File: src/rtl/button_conditioner.sv
// button_conditioner: conditions three raw pushbutton pins.
// Each channel runs the pin through a 2-flop synchronizer and a debounce
// counter. It presents a clean level and a one-cycle press pulse.
// Optional feature macro: HOLD_REPEAT_EN. When it is defined, holding player1
// or player2 produces auto-repeat press pulses.
module button_conditioner #(
  parameter int DEBOUNCE_CYCLES = 1000000,
  parameter int REPEAT_DELAY    = 30000000,
  parameter int REPEAT_PERIOD   = 5000000
) (
  input  logic clk,
  input  logic reset_n,
  input  logic reset_button,
  input  logic player1,
  input  logic player2,
  output logic reset_level,
  output logic reset_press,
  output logic p1_level,
  output logic p1_press,
  output logic p2_level,
  output logic p2_press
);

  localparam int CW = $clog2(DEBOUNCE_CYCLES);
  localparam logic [CW-1:0] CNT_MAX = CW'(DEBOUNCE_CYCLES - 1);

  // Channel 0 = reset_button, 1 = player1, 2 = player2
  logic [2:0] pin_s;
  logic [2:0] level_s;
  logic [2:0] press_s;

  assign pin_s = {player2, player1, reset_button};

  for (genvar ch = 0; ch < 3; ch++) begin : g_ch
    logic          s1_r;
    logic          s2_r;
    logic          level_r;
    logic          press_r;
    logic [CW-1:0] cnt_r;
    logic          accept_s;
    logic          rise_s;
    logic          fall_s;

    // The synced value has disagreed with the level long enough to be accepted
    assign accept_s = (s2_r != level_r) && (cnt_r == CNT_MAX);
    assign rise_s   = accept_s && s2_r;
    assign fall_s   = accept_s && !s2_r;

    // Two-flop synchronizer for the asynchronous pin
    always_ff @(posedge clk) begin
      if (!reset_n) begin
        s1_r <= 1'b0;
        s2_r <= 1'b0;
      end else begin
        s1_r <= pin_s[ch];
        s2_r <= s1_r;
      end
    end

    // Debounce: count cycles of disagreement, accept the new level at the limit
    always_ff @(posedge clk) begin
      if (!reset_n) begin
        cnt_r   <= '0;
        level_r <= 1'b0;
      end else if (s2_r == level_r) begin
        cnt_r <= '0;
      end else if (cnt_r == CNT_MAX) begin
        level_r <= s2_r;
        cnt_r   <= '0;
      end else begin
        cnt_r <= cnt_r + 1'b1;
      end
    end

`ifdef HOLD_REPEAT_EN
    if (ch != 0) begin : g_rep
      localparam int RW = $clog2((REPEAT_DELAY > REPEAT_PERIOD) ? REPEAT_DELAY : REPEAT_PERIOD);
      localparam logic [RW-1:0] DELAY_MAX  = RW'(REPEAT_DELAY - 1);
      localparam logic [RW-1:0] PERIOD_MAX = RW'(REPEAT_PERIOD - 1);

      logic [RW-1:0] rep_cnt_r;
      logic          rep_first_r;
      logic          rep_fire_s;

      // A repeat is due only while the level stays high through this edge
      assign rep_fire_s = level_r && !fall_s &&
                          (rep_first_r ? (rep_cnt_r == DELAY_MAX) : (rep_cnt_r == PERIOD_MAX));

      // Repeat timer: restarts on a press and on every repeat, clears on release
      always_ff @(posedge clk) begin
        if (!reset_n) begin
          rep_cnt_r   <= '0;
          rep_first_r <= 1'b0;
        end else if (rise_s) begin
          rep_cnt_r   <= '0;
          rep_first_r <= 1'b1;
        end else if (level_r && !fall_s) begin
          if (rep_fire_s) begin
            rep_cnt_r   <= '0;
            rep_first_r <= 1'b0;
          end else begin
            rep_cnt_r <= rep_cnt_r + 1'b1;
          end
        end else begin
          rep_cnt_r   <= '0;
          rep_first_r <= 1'b0;
        end
      end

      // Press pulse on the accepted rising level or on a due repeat
      always_ff @(posedge clk) begin
        if (!reset_n) begin
          press_r <= 1'b0;
        end else begin
          press_r <= rise_s || rep_fire_s;
        end
      end
    end else begin : g_norep
      // Press pulse on the accepted rising level only
      always_ff @(posedge clk) begin
        if (!reset_n) begin
          press_r <= 1'b0;
        end else begin
          press_r <= rise_s;
        end
      end
    end
`else
    // Press pulse on the accepted rising level only
    always_ff @(posedge clk) begin
      if (!reset_n) begin
        press_r <= 1'b0;
      end else begin
        press_r <= rise_s;
      end
    end
`endif

    assign level_s[ch] = level_r;
    assign press_s[ch] = press_r;
  end

`ifndef HOLD_REPEAT_EN
  // Repeat timing has no effect in this build
  logic unused_repeat_s;
  assign unused_repeat_s = ^{REPEAT_DELAY[0], REPEAT_PERIOD[0]};
`endif

  assign reset_level = level_s[0];
  assign reset_press = press_s[0];
  assign p1_level    = level_s[1];
  assign p1_press    = press_s[1];
  assign p2_level    = level_s[2];
  assign p2_press    = press_s[2];

endmodule

File: config.mk
export PLATFORM = sky130hd
export DESIGN_NAME = button_conditioner
export DESIGN_NICKNAME = d
export VERILOG_FILES = /design/src/rtl/button_conditioner.sv
export SDC_FILE = /design/constraint.sdc
export NUM_CORES = 1
export LEC_CHECK = 0
export ABC_AREA = 1
export CAP_MARGIN = 20
export CORE_MARGIN = 5
export CORE_UTILIZATION = 45
export CTS_CLUSTER_SIZE = 20
export DETAILED_ROUTE_END_ITERATION = 10
export GPL_TIMING_DRIVEN = 0
export PLACE_DENSITY = 0.64
export RECOVER_POWER = 100
export REMOVE_ABC_BUFFERS = 1
export SETUP_SLACK_MARGIN = 0.2
export SYNTH_ARGS = -nofsm -noshare
export SYNTH_HDL_FRONTEND = slang
export SYNTH_SLANG_ARGS = --single-unit
export TNS_END_PERCENT = 5
File: constraint.sdc
create_clock -name clk -period 1.4 [get_ports clk]
set_input_delay 0.21 -clock clk [delete_from_list [all_inputs] [get_ports clk]]
set_output_delay 0.21 -clock clk [all_outputs]
set_load 0.02 [all_outputs]
# Word-level counts from Yosys, hierarchy flattened
# Cells that the tools add are included.
[op_classes] n_addsub=3 mul=0 div=0 magnitude_cmp=0 n_eq_ne=9 n_shift=0 muxes=0 n_bitwise=4 n_reduce_logical=12
[op_table] operator="$add 20x1->20 const B" count=3
[op_table] operator="$eq 20x20->1 const B" count=3
[op_table] operator="$reduce_or 3->1" count=3
[op_table] operator="$logic_and 1x1->1" count=6
[op_table] operator="$reduce_and 2->1" count=3
[op_table] operator="$not 1->1" count=4
[op_table] operator="$eq 1x1->1" count=3
[op_table] operator="$ne 1x1->1" count=3
[totals] register_bits=72 latchBits=0 mem_bits_rw=0 romBits=0 in_bits=5 out_inout_bits=6 elab_cells=43 mem_count=0

# Longest topological paths before layout
# Gate-level depths: netlist of the first run.
[logic_depth] depth_word=3 ltp_mapped=9 depth_no_buf=9

# Least setup slack after synthesis of the first run
# OpenSTA, ideal clock, no wires.
[synth_timing] path_type="register to register" start="reg g_ch[1].cnt_r[0]" end="reg g_ch[1].cnt_r[15]" setup_ns=0.122 arrival_time_ns=1.211 required_time_ns=1.278 setup_slack_ns=0.067 path_stages_with_launch=8 n_path_buf=1 synth_period_minus_slack_ns=1.333 path_cell_list="dfxtp_1 ha_1 nand3_2 nor2_4 nand3_2 nand2_2 buf_6 a21oi_1"
[synth_via] elab_chain_len=2 word_cells_on_any_way=3 cone_classes="add/sub (1); eq/ne (1); reduce/logical (1)"
[synth_lines] element="start: declaration" line_no="39" text="logic [CW-1:0] cnt_r;"
[synth_lines] element="start signal: assignment" line_no="71" text="cnt_r <= cnt_r + 1'b1;"
[synth_lines] element="parallel branches: the longest is 2 deep, another holds $add 20x1->20"
# Parallel ways; which one is timed is not known.
# A chain may end at the register's enable or synchronous reset.

# Worst setup path in the final report of the first run
# Same ends and word-level chain as after synthesis.

==> results by group, run 1 <==
Global route
  – First-pass GRT wire length: 15.0 mm
  – Number of global-route vias before repair: 3338
  – Tot GR Track Use: 18.3%
  – Initial antenna violation count: 0
  – GR Overflow Total: 0
  – Largest net degree at the start of global routing: 16

Cells and area
  – Layout overhead on the synthesized area: 24.5%
  – Layout cells sized above 1: 24.1%
  – Final #Nets: 593
  – Fillers: 764
  – N_diodes: 0

Setup path
  – Largest fanout on the critical path: 6
  – Worst Setup End Kind: register
  – Crit Path Category: register to register
  – Crit path launch type: register
  – Req. time, crit path: 1.64 ns
  – Worst EP arrival: 1.56 ns

Floorplanning
  – Chip width: 101 um
  – Die Y: 101 um
  – Core Box Area: 8130 um2
  – Die Area: 10200 um2
  – Initial Utilization: 45.7%
  – FP Rows: 33
  – I/O pins: 11

Synth
  – Yosys reg bits: 72
  – Leading area contributor after synthesis: dfxtp_1
  – Post-synthesis compound-gate area fraction: 4.44%
  – Adder-Cell Fraction of Synth Area: 1.01%
  – Syn_area_per_cell: 6.89 um2
  – Largest family of logic cells by synthesized area: simple AND/OR/NAND/NOR gates
  – Post-Synth Simple-Gate Area: 42.8%
  – Synth area leaders: dfxtp_1 (39%), nand2_1 (13%), nor2_1 (12%)
  – Synth unique cells: 29
  – Post-synth top area share: 38.8%
  – Mapped cell area: 3720 um2
  – Sequential element share of the synthesized area: 38.8%
  – Mux cell area share after synthesis: 0%
  – Post-synthesis cell count: 539
  – YS warnings: 0
  – XOR/XNOR share of the synthesized area: 5.89%

Pwr
  – Switching part of the total: 22.2%
  – Total Power: 3.85 mW
  – Leak pwr: 1.53 nW
  – Comb power frac: 2.1%
  – Psw: 0.855 mW
  – Reg power frac: 53.4%
  – Clock power frac: 44.5%
  – Max VDD drop: 0.638 mV
  – Power Dens Cells: 832 nW/um2
  – Pint: 2.99 mW

Min path
  – Worst hold path class: input port to register

Outcome
  – Status: completed

Placement
  – Post-DP HPWL: 5.39 mm
  – Routability cong.: 0.845
  – I/O Buffers: 10
  – Place WS: -0.558 ns

Clock tree
  – CTS tree: yes
  – H-Tree Depth: 3
  – Num Clock Sinks: 72
  – Max clock buf depth: 2
  – CTS buffer count: 9
  – Worst-path clk slew: 0.08 ns
  – Clk_lat worst skew: 0.35 ns
  – Root Driver: clkbuf_8

STA
  – Slew @ Worst Pin: 0.558 ns
  – Achievable frequency: 0.762 GHz
  – Final setup violation count: 0
  – Final WS setup: 0.0877 ns
  – Slew Limit Fails: 0
  – TNS Setup: 0 ns
  – Final hold violation count: 0
  – Skew final: 0.0131 ns
  – Final hold slack: 0.411 ns
  – Max_slew headroom: 62.8%
  – Unrepaired setup endpoints after global routing: true
  – Min cycle time layout: 1.31 ns
  – Tcrit/Tclk final: 93.7%

Flow run
  – Max_cap viols: 0

Route
  – First drt pass iteration count: 4
  – ANT nets after route: 0
  – Avg WL per Cell: 12.5 um
  – Drt total wl: 8.69 mm
  – Starting DRC count in detailed routing: 115
  – Residual DRC: 0
  – Vias: 3456
  – Vias/cell: 4.97
==> worst max-delay path, stage by stage, from the launching register on <==
cell	delay, ns
dfxtp_4	0.37
ha_4	0.13
nand3_2	0.11
nor2_4	0.16
nand3_4	0.19
nand2_2	0.20
a21oi_1	0.06
==> layout make-up <==
class	instances	area, um2	area share (%)
Multi-Input combinational cell	416	2330	50.3
Clock buffer	11	151	3.27
Clock inverter	5	55.1	1.19
Tap cell	105	131	2.84
Timing Repair Buffer	32	269	5.81
Inverter	54	203	4.38
Sequential cell	72	1490	32.2
==> layer usage <==
layer  wire length (um)  track usage, %  vias to the layer above
li1                   -               -                     1785
met1               3990            23.4                     1592
met2               4200            29.8                       67
met3                370            4.01                       12
met4                129            7.36                        0
met5                  0               0                        -
==> through the flow <==
stage	cells	utilization, %	cell area (um2)
finish	695	56.9	4630
global route	695	56.9	4630
CTS	689	55.7	4530
detailed placement	648	47.8	3890
global placement	648	47.8	3890
floorplan	533	-	3660
==> placed cells by master (no fill, tap or decap), drive strengths merged, types with 8 or more instances in the layout <==
| cell type | count |
|---|---|
| clkbuf | 11 |
| or2 | 10 |
| buf | 22 |
| nand3 | 37 |
| inv | 54 |
| nor2 | 134 |
| nand4 | 12 |
| a21oi | 25 |
| dfxtp | 72 |
| nor3 | 8 |
| xor2 | 17 |
| xnor2 | 8 |
| nand2 | 148 |
==> Yosys cell counts <==
cell / n
clkbuf_1: 1
xor2_1: 17
xnor2_1: 8
nor3_2: 2
o21ai_0: 5
nand2_4: 1
or2_2: 5
nand2_1: 133
o21bai_1: 1
or2_0: 5
inv_2: 2
nand3_1: 29
nor2_4: 6
inv_1: 52
a21oi_1: 23
nand3b_1: 3
nor2_2: 7
buf_6: 5
and2_1: 3
nor3_1: 6
dfxtp_1: 72
ha_1: 3
nand3_2: 8
nor2_1: 121
nand4_1: 12
a21oi_2: 2
nand3b_4: 1
and2_4: 1
nand2_2: 5
==> registers in the layout (all words and copies together), names as in the netlist <==
name         count
g_ch.s2_r        3
p2_level         1
p1_press         1
p1_level         1
reset_level      1
g_ch.cnt_r      60
reset_press      1
g_ch.s1_r        3
p2_press         1
==> cell families (layout without fill, tap and decap cells) <==
family | count (synthesis) | in the layout
AO/OA/AOI/OAI | 31 | 31
XOR/XNOR | 25 | 25
adder cells (fa/ha/maj) | 3 | 3
buffers and inverters | 60 | 102
flip-flops | 72 | 72
AND/OR/NAND/NOR | 348 | 357
==> worst paths after layout <==
path / end / start / slack [ns] / depth (start not counted)
max: g_ch[1].cnt_r[15] / g_ch[1].cnt_r[0] / 0.09 / 6
min reg2reg: g_ch[1].s2_r / g_ch[1].s1_r / 0.42 / 2
min: g_ch[0].s1_r / reset_button / 0.41 / 3
max reg2reg: g_ch[1].cnt_r[15] / g_ch[1].cnt_r[0] / 0.09 / 6
==> power by group through the flow <==
stage | Clock, mW | Sequential, mW | Combinational (mW)
global route | 1.87 | 2.06 | 0.0883
floorplan | 0 | 2.11 | 0.0280
detailed placement | 0 | 2.11 | 0.0545
finish | 1.71 | 2.06 | 0.0810
CTS | 1.75 | 2.06 | 0.0818
global placement | 0 | 2.11 | 0.0531
==> timing repair <==
action                                  in CTS  in global routing
gates resized for setup                     70                 30
hold buffers                                 0                  0
pin swaps                                   23                 16
setup buffers                               17                  5
endpoints found under the setup margin      72                 71
gates cloned                                 8                  1
No activity file was read; power rests on OpenSTA's default activity.
==> run 2, diff against run 1 <==
CORE_MARGIN = unset   (was 5)
==> run 2 against run 1 <==
Net effect: wire length decreased by 0.17%; sequential power about the same; via count decreased by 0.55%; first-iteration DRC count increased by 47%; critical endpoint is now g_ch[2].cnt_r[12]; cell area about the same; highest routed layer unchanged; total power decreased by 6.0%; sequential share of layout area about the same; die area decreased by 15%; non-clock buffer count decreased by 9.
==> results by group, run 2 (synthesis results as in run 1) <==
Pwr
  – Total Power: 3.62 mW
  – Power Dens Cells: 781 nW/um2
  – Leak pwr: 1.43 nW
  – Max VDD drop: 0.706 mV

STA
  – Final hold slack: 0.279 ns
  – Final WS setup: 0.0417 ns
  – Slew Limit Fails: 0
  – Final hold violation count: 0
  – Tcrit/Tclk final: 97.0%
  – Unrepaired setup endpoints after global routing: true
  – Final setup violation count: 0
  – Slew @ Worst Pin: 0.320 ns
  – Achievable frequency: 0.736 GHz
  – Max_slew headroom: 78.7%
  – TNS Setup: 0 ns
  – Min cycle time layout: 1.36 ns
  – Skew final: 0.00701 ns

Route
  – Residual DRC: 0
  – Avg WL per Cell: 12.7 um
  – Starting DRC count in detailed routing: 169
  – First drt pass iteration count: 5
  – ANT nets after route: 0
  – Drt total wl: 8.67 mm
  – Vias: 3437
  – Vias/cell: 5.04

Setup path
  – Reg2reg setup slack: 0.04 ns
  – FF-to-FF End: g_ch[2].cnt_r[12]
  – Worst EP arrival: 1.60 ns
  – Crit path launch: g_ch[2].cnt_r[7]
  – Largest fanout on the critical path: 7
  – Register-to-Register Path Depth: 6
  – Crit path launch type: register
  – Worst flop-to-flop path startpoint: g_ch[2].cnt_r[7]
  – Req. time, crit path: 1.64 ns
  – Worst Setup End Kind: register
  – Crit Path Category: register to register

Clock tree
  – Worst-path clk slew: 0.07 ns
  – CTS tree: yes
  – Clk_lat worst skew: 0.34 ns
  – Hold_buf cts: 0
  – Max clock buf depth: 2
  – Root Driver: clkbuf_8
  – H-Tree Depth: 3
  – CTS buffer count: 9
  – Num Clock Sinks: 72

Min path
  – Worst hold path class: input port to register
  – Hold depth: 3
  – Worst Hold Path EP: g_ch[0].s1_r
  – Min-Delay Startpoint: reset_n

Global route
  – Largest net degree at the start of global routing: 16
  – First-pass GRT wire length: 14.8 mm
  – GR Overflow Total: 0
  – Number of global-route vias before repair: 3358
  – Initial antenna violation count: 0
  – Tot GR Track Use: 21.6%

Cells and area
  – Final #Nets: 584
  – Layout overhead on the synthesized area: 24.6%
  – Biggest register: g_ch.cnt_r
  – N_diodes: 0
  – Final instance area: 4630 um2
  – Largest regs: g_ch.cnt_r (60), g_ch.s1_r (3), g_ch.s2_r (3)
  – Most frequent cells in the layout: nand2_1 (128), nor2_1 (108), inv_1 (48)
  – Layout cells sized above 1: 27.6%
  – Max reg flops: 60
  – Fin util: 59.0%
  – Cell Count, Final, Fillers Out: 682
  – Most common cell after layout, fill and taps aside: nand2_1

Floorplanning
  – Die Area: 8630 um2
  – Core Box Area: 7850 um2
  – Initial Utilization: 47.4%
  – Die Y: 92.9 um
  – I/O pins: 11
  – FP Rows: 32
  – Chip width: 92.9 um

Placement
  – Post-DP HPWL: 5.20 mm
  – Post-DP Area: 3880 um2
  – Placed cell count: 645
  – Routability cong.: 0.875
  – I/O Buffers: 10
  – Place WS: -0.583 ns

Flow run
  – Max_cap viols: 0

Outcome
  – Status: completed
[run 2: cell count changes in the layout (fill, tap and decap cells not counted), sizes merged]
cell / delta
clkbuf: +4
dlygate4sd3: +3
clkdlybuf4s50: -3
bufinv: -1
clkdlybuf4s25: +1
buf: -9
dlygate4sd2: -4
clkinvlp: -1
[run 2: layout make-up]
class,count,area [um2]
clock buffers,12,155
clock inverters,3,17.5
fillers,747,3220
inverters,54,203
multi-input cells,416,2440
flip-flops and latches,72,1490
well taps,102,128
repair buffers,23,196
[run 2: worst max path at each step]
stage	end	slack, ns	cells past startpoint
2_1_floorplan	g_ch[1].cnt_r[10]	-0.01	6
3_3_place_gp	g_ch[1].cnt_r[18]	-0.50	5
3_5_place_dp	g_ch[1].cnt_r[16]	-0.58	5
4_1_cts	g_ch[2].cnt_r[0]	0.07	6
5_1_grt	g_ch[2].cnt_r[19]	-0.05	7
6_report	g_ch[2].cnt_r[12]	0.04	6
[run 2: worst max-delay path, cell delays in order (launching register included)]
cell and delay [ns]:
dfxtp_2 0.35, nor2_1 0.15, nand3_2 0.13, nor2_4 0.15, nand3_4 0.22, nand2_4 0.20
nor2_1 0.05
[run 2: timing repair]
item,in CTS,in global routing
gates cloned,6,3
endpoints found under the setup margin,72,68
pin swaps,55,14
buffers inserted,5,8
resized for setup,113,24
[run 2: per-layer routing]
metal  share of wire [%]  up-vias  track usage (%)  routed length, um
met5                   0        -                0                  0
met4                0.96        0             5.90                 83
met3                 4.9       10             5.01                423
met2                  48       78             36.7               4170
li1                    -     1773                -                  -
met1                  46     1576             27.2               4000
[run 2: where the power goes]
group          leakage, nW  switching, mW  total, mW  internal, mW
sequential           0.597        0.00741       2.06          2.05
combinational        0.743         0.0535     0.0834        0.0299
clock               0.0882          0.750       1.48         0.725
total                 1.43          0.811       3.62          2.81
==> run 3, diff against run 2 <==
CELL_PAD_IN_SITES_DETAIL_PLACEMENT = 0   (was unset)
CELL_PAD_IN_SITES_GLOBAL_PLACEMENT = 1   (was unset)
CORE_UTILIZATION = 40   (was 45)
CTS_CLUSTER_SIZE = unset   (was 20)
PLACE_DENSITY = 0.75   (was 0.64)
==> run 3 against run 2 <==
Net effect: the flow now finishes with violations (design-rule violations); first-iteration DRC count shrank 30%; global-route usage shrank 1.6 points; sequential share of layout area grew 0.12 points; critical path depth is the same; worst hold slack gained 0.13 ns; sequential power is essentially flat; combinational power shrank 5.2%; fmax grew 3.9%.
==> results by group, run 3 (synthesis results as in run 1) <==
Clock tree
  – Worst-path clk slew: 0.08 ns
  – Clk_lat worst skew: 0.35 ns
  – H-Tree Depth: 3
  – Hold_buf cts: 0
  – CTS tree: yes
  – Max clock buf depth: 2
  – Root Driver: clkbuf_8
  – CTS buffer count: 9
  – Num Clock Sinks: 72

Pwr
  – Leak pwr: 1.48 nW
  – Power Dens Cells: 876 nW/um2
  – Max VDD drop: 0.541 mV
  – Total Power: 4.04 mW

Global route
  – Initial antenna violation count: 0
  – Largest net degree at the start of global routing: 16
  – Number of global-route vias before repair: 3354
  – Tot GR Track Use: 20.0%
  – GR Overflow Total: 0
  – First-pass GRT wire length: 15.4 mm

STA
  – Final hold violation count: 0
  – Achievable frequency: 0.765 GHz
  – TNS Setup: 0 ns
  – Unrepaired setup endpoints after global routing: true
  – Max_slew headroom: 63.7%
  – Final WS setup: 0.0928 ns
  – Slew @ Worst Pin: 0.544 ns
  – Min cycle time layout: 1.31 ns
  – Final hold slack: 0.407 ns
  – Skew final: 0.00469 ns
  – Tcrit/Tclk final: 93.4%
  – Final setup violation count: 0
  – Slew Limit Fails: 0

Setup path
  – Worst EP arrival: 1.55 ns
  – Critical path, cell by cell: nor2_1 -> nand3_2 -> nor2_4 -> nand3_4 -> nand2_1 -> nor2_1
  – Worst Setup End Kind: register
  – FF-to-FF End: g_ch[2].cnt_r[10]
  – Worst flop-to-flop path startpoint: g_ch[2].cnt_r[11]
  – Reg2reg setup slack: 0.09 ns
  – Max stage delay on crit path: 0.37 ns
  – CP max stage cell: dfxtp_1
  – Crit Path Category: register to register
  – Req. time, crit path: 1.64 ns
  – CP dominant cell by count: nor2_1
  – Largest fanout on the critical path: 7
  – Register-to-Register Path Depth: 6
  – Crit path launch type: register

Outcome
  – Violated checks: design-rule violations
  – Status: complete, but fails checks

Floorplanning
  – Die Area: 9680 um2
  – Chip width: 98.4 um
  – Core Box Area: 8850 um2
  – Die Y: 98.4 um
  – FP Rows: 34
  – Initial Utilization: 42.0%
  – I/O pins: 11

Cells and area
  – Fin util: 52.1%
  – Final #Nets: 590
  – Biggest register: g_ch.cnt_r
  – Max reg flops: 60
  – Most frequent cells in the layout: nand2_1 (130), nor2_1 (111), inv_1 (49)
  – Layout cells sized above 1: 23.3%
  – Most common cell after layout, fill and taps aside: nand2_1
  – Final instance area: 4610 um2
  – N_diodes: 0
  – Layout overhead on the synthesized area: 24.1%
  – Largest regs: g_ch.cnt_r (60), g_ch.s1_r (3), g_ch.s2_r (3)
  – Cell Count, Final, Fillers Out: 695

Route
  – Vias: 3379
  – Starting DRC count in detailed routing: 118
  – Drt total wl: 8.70 mm
  – Avg WL per Cell: 12.5 um
  – ANT nets after route: 0
  – First drt pass iteration count: 7
  – Vias/cell: 4.86
  – Residual DRC: 1

Placement
  – Post-DP HPWL: 5.68 mm
  – Post-DP Area: 3890 um2
  – Placed cell count: 651
  – Place WS: -0.595 ns
  – I/O Buffers: 10
  – Routability cong.: 0.815

Flow run
  – Max_cap viols: 0

Min path
  – Worst hold path class: input port to register
  – Min-Delay Startpoint: player1
  – Worst Hold Path EP: g_ch[1].s1_r
  – Hold depth: 3
run 3: cell count changes in the layout (fill, tap and decap cells not counted), moves of 3 or more:
cell             delta
a21oi_1            +20
a21oi_2            -20
buf_4               +7
nand3_2             -4
clkdlybuf4s50_1     +3
dlygate4sd2_1       +3
dlygate4sd3_1       -3
nand3_1             +3
nor2_1              +3
run 3: how the worst max path moves through the flow:
stage                   endpoint  slack [ns]  cells after the start         startpoint
2_1_floorplan  g_ch[1].cnt_r[10]       -0.01                      6   g_ch[1].cnt_r[0]
3_3_place_gp   g_ch[1].cnt_r[19]       -0.53                      5            reset_n
3_5_place_dp   g_ch[1].cnt_r[18]       -0.59                      5            reset_n
4_1_cts         g_ch[1].cnt_r[5]         0.1                      6   g_ch[1].cnt_r[1]
5_1_grt        g_ch[2].cnt_r[17]        0.02                      8   g_ch[2].cnt_r[2]
6_report       g_ch[2].cnt_r[10]        0.09                      6  g_ch[2].cnt_r[11]
run 3: report_power, final:
group / switching (mW) / internal, mW / total (mW)
clock: 0.801 / 1.10 / 1.91
combinational: 0.0487 / 0.0304 / 0.0791
sequential: 0.00741 / 2.05 / 2.06
run 3: per-layer routing:
metal	GRT usage, %	part of all wire [%]	up-vias
met5	0	0	-
met4	7.46	1.9	0
met3	4.87	4.4	14
met2	34.0	47	58
met1	24.6	47	1521
li1	-	-	1786
run 3: layout make-up:
| class | instances | area (um2) |
|---|---|---|
| fillers | 891 | 4240 |
| clock buffers | 12 | 155 |
| inverters | 54 | 203 |
| repair buffers | 29 | 251 |
| multi-input cells | 416 | 2300 |
| flip-flops and latches | 72 | 1490 |
| clock inverters | 4 | 76.3 |
| well taps | 108 | 135 |
run 3: critical path, delay by kind of cell, from the launching register on:
kind | cells | cell delay (ns)
AND/OR/NAND/NOR | 6 | 0.85
flip-flops | 1 | 0.37
run 3: repair_timing:
action / 4_1_cts / 5_1_grt
pin swaps: 21 / 25
resized for setup: 57 / 46
endpoints found under the setup margin: 72 / 72
gates cloned: 8 / 1
buffers inserted: 13 / 6
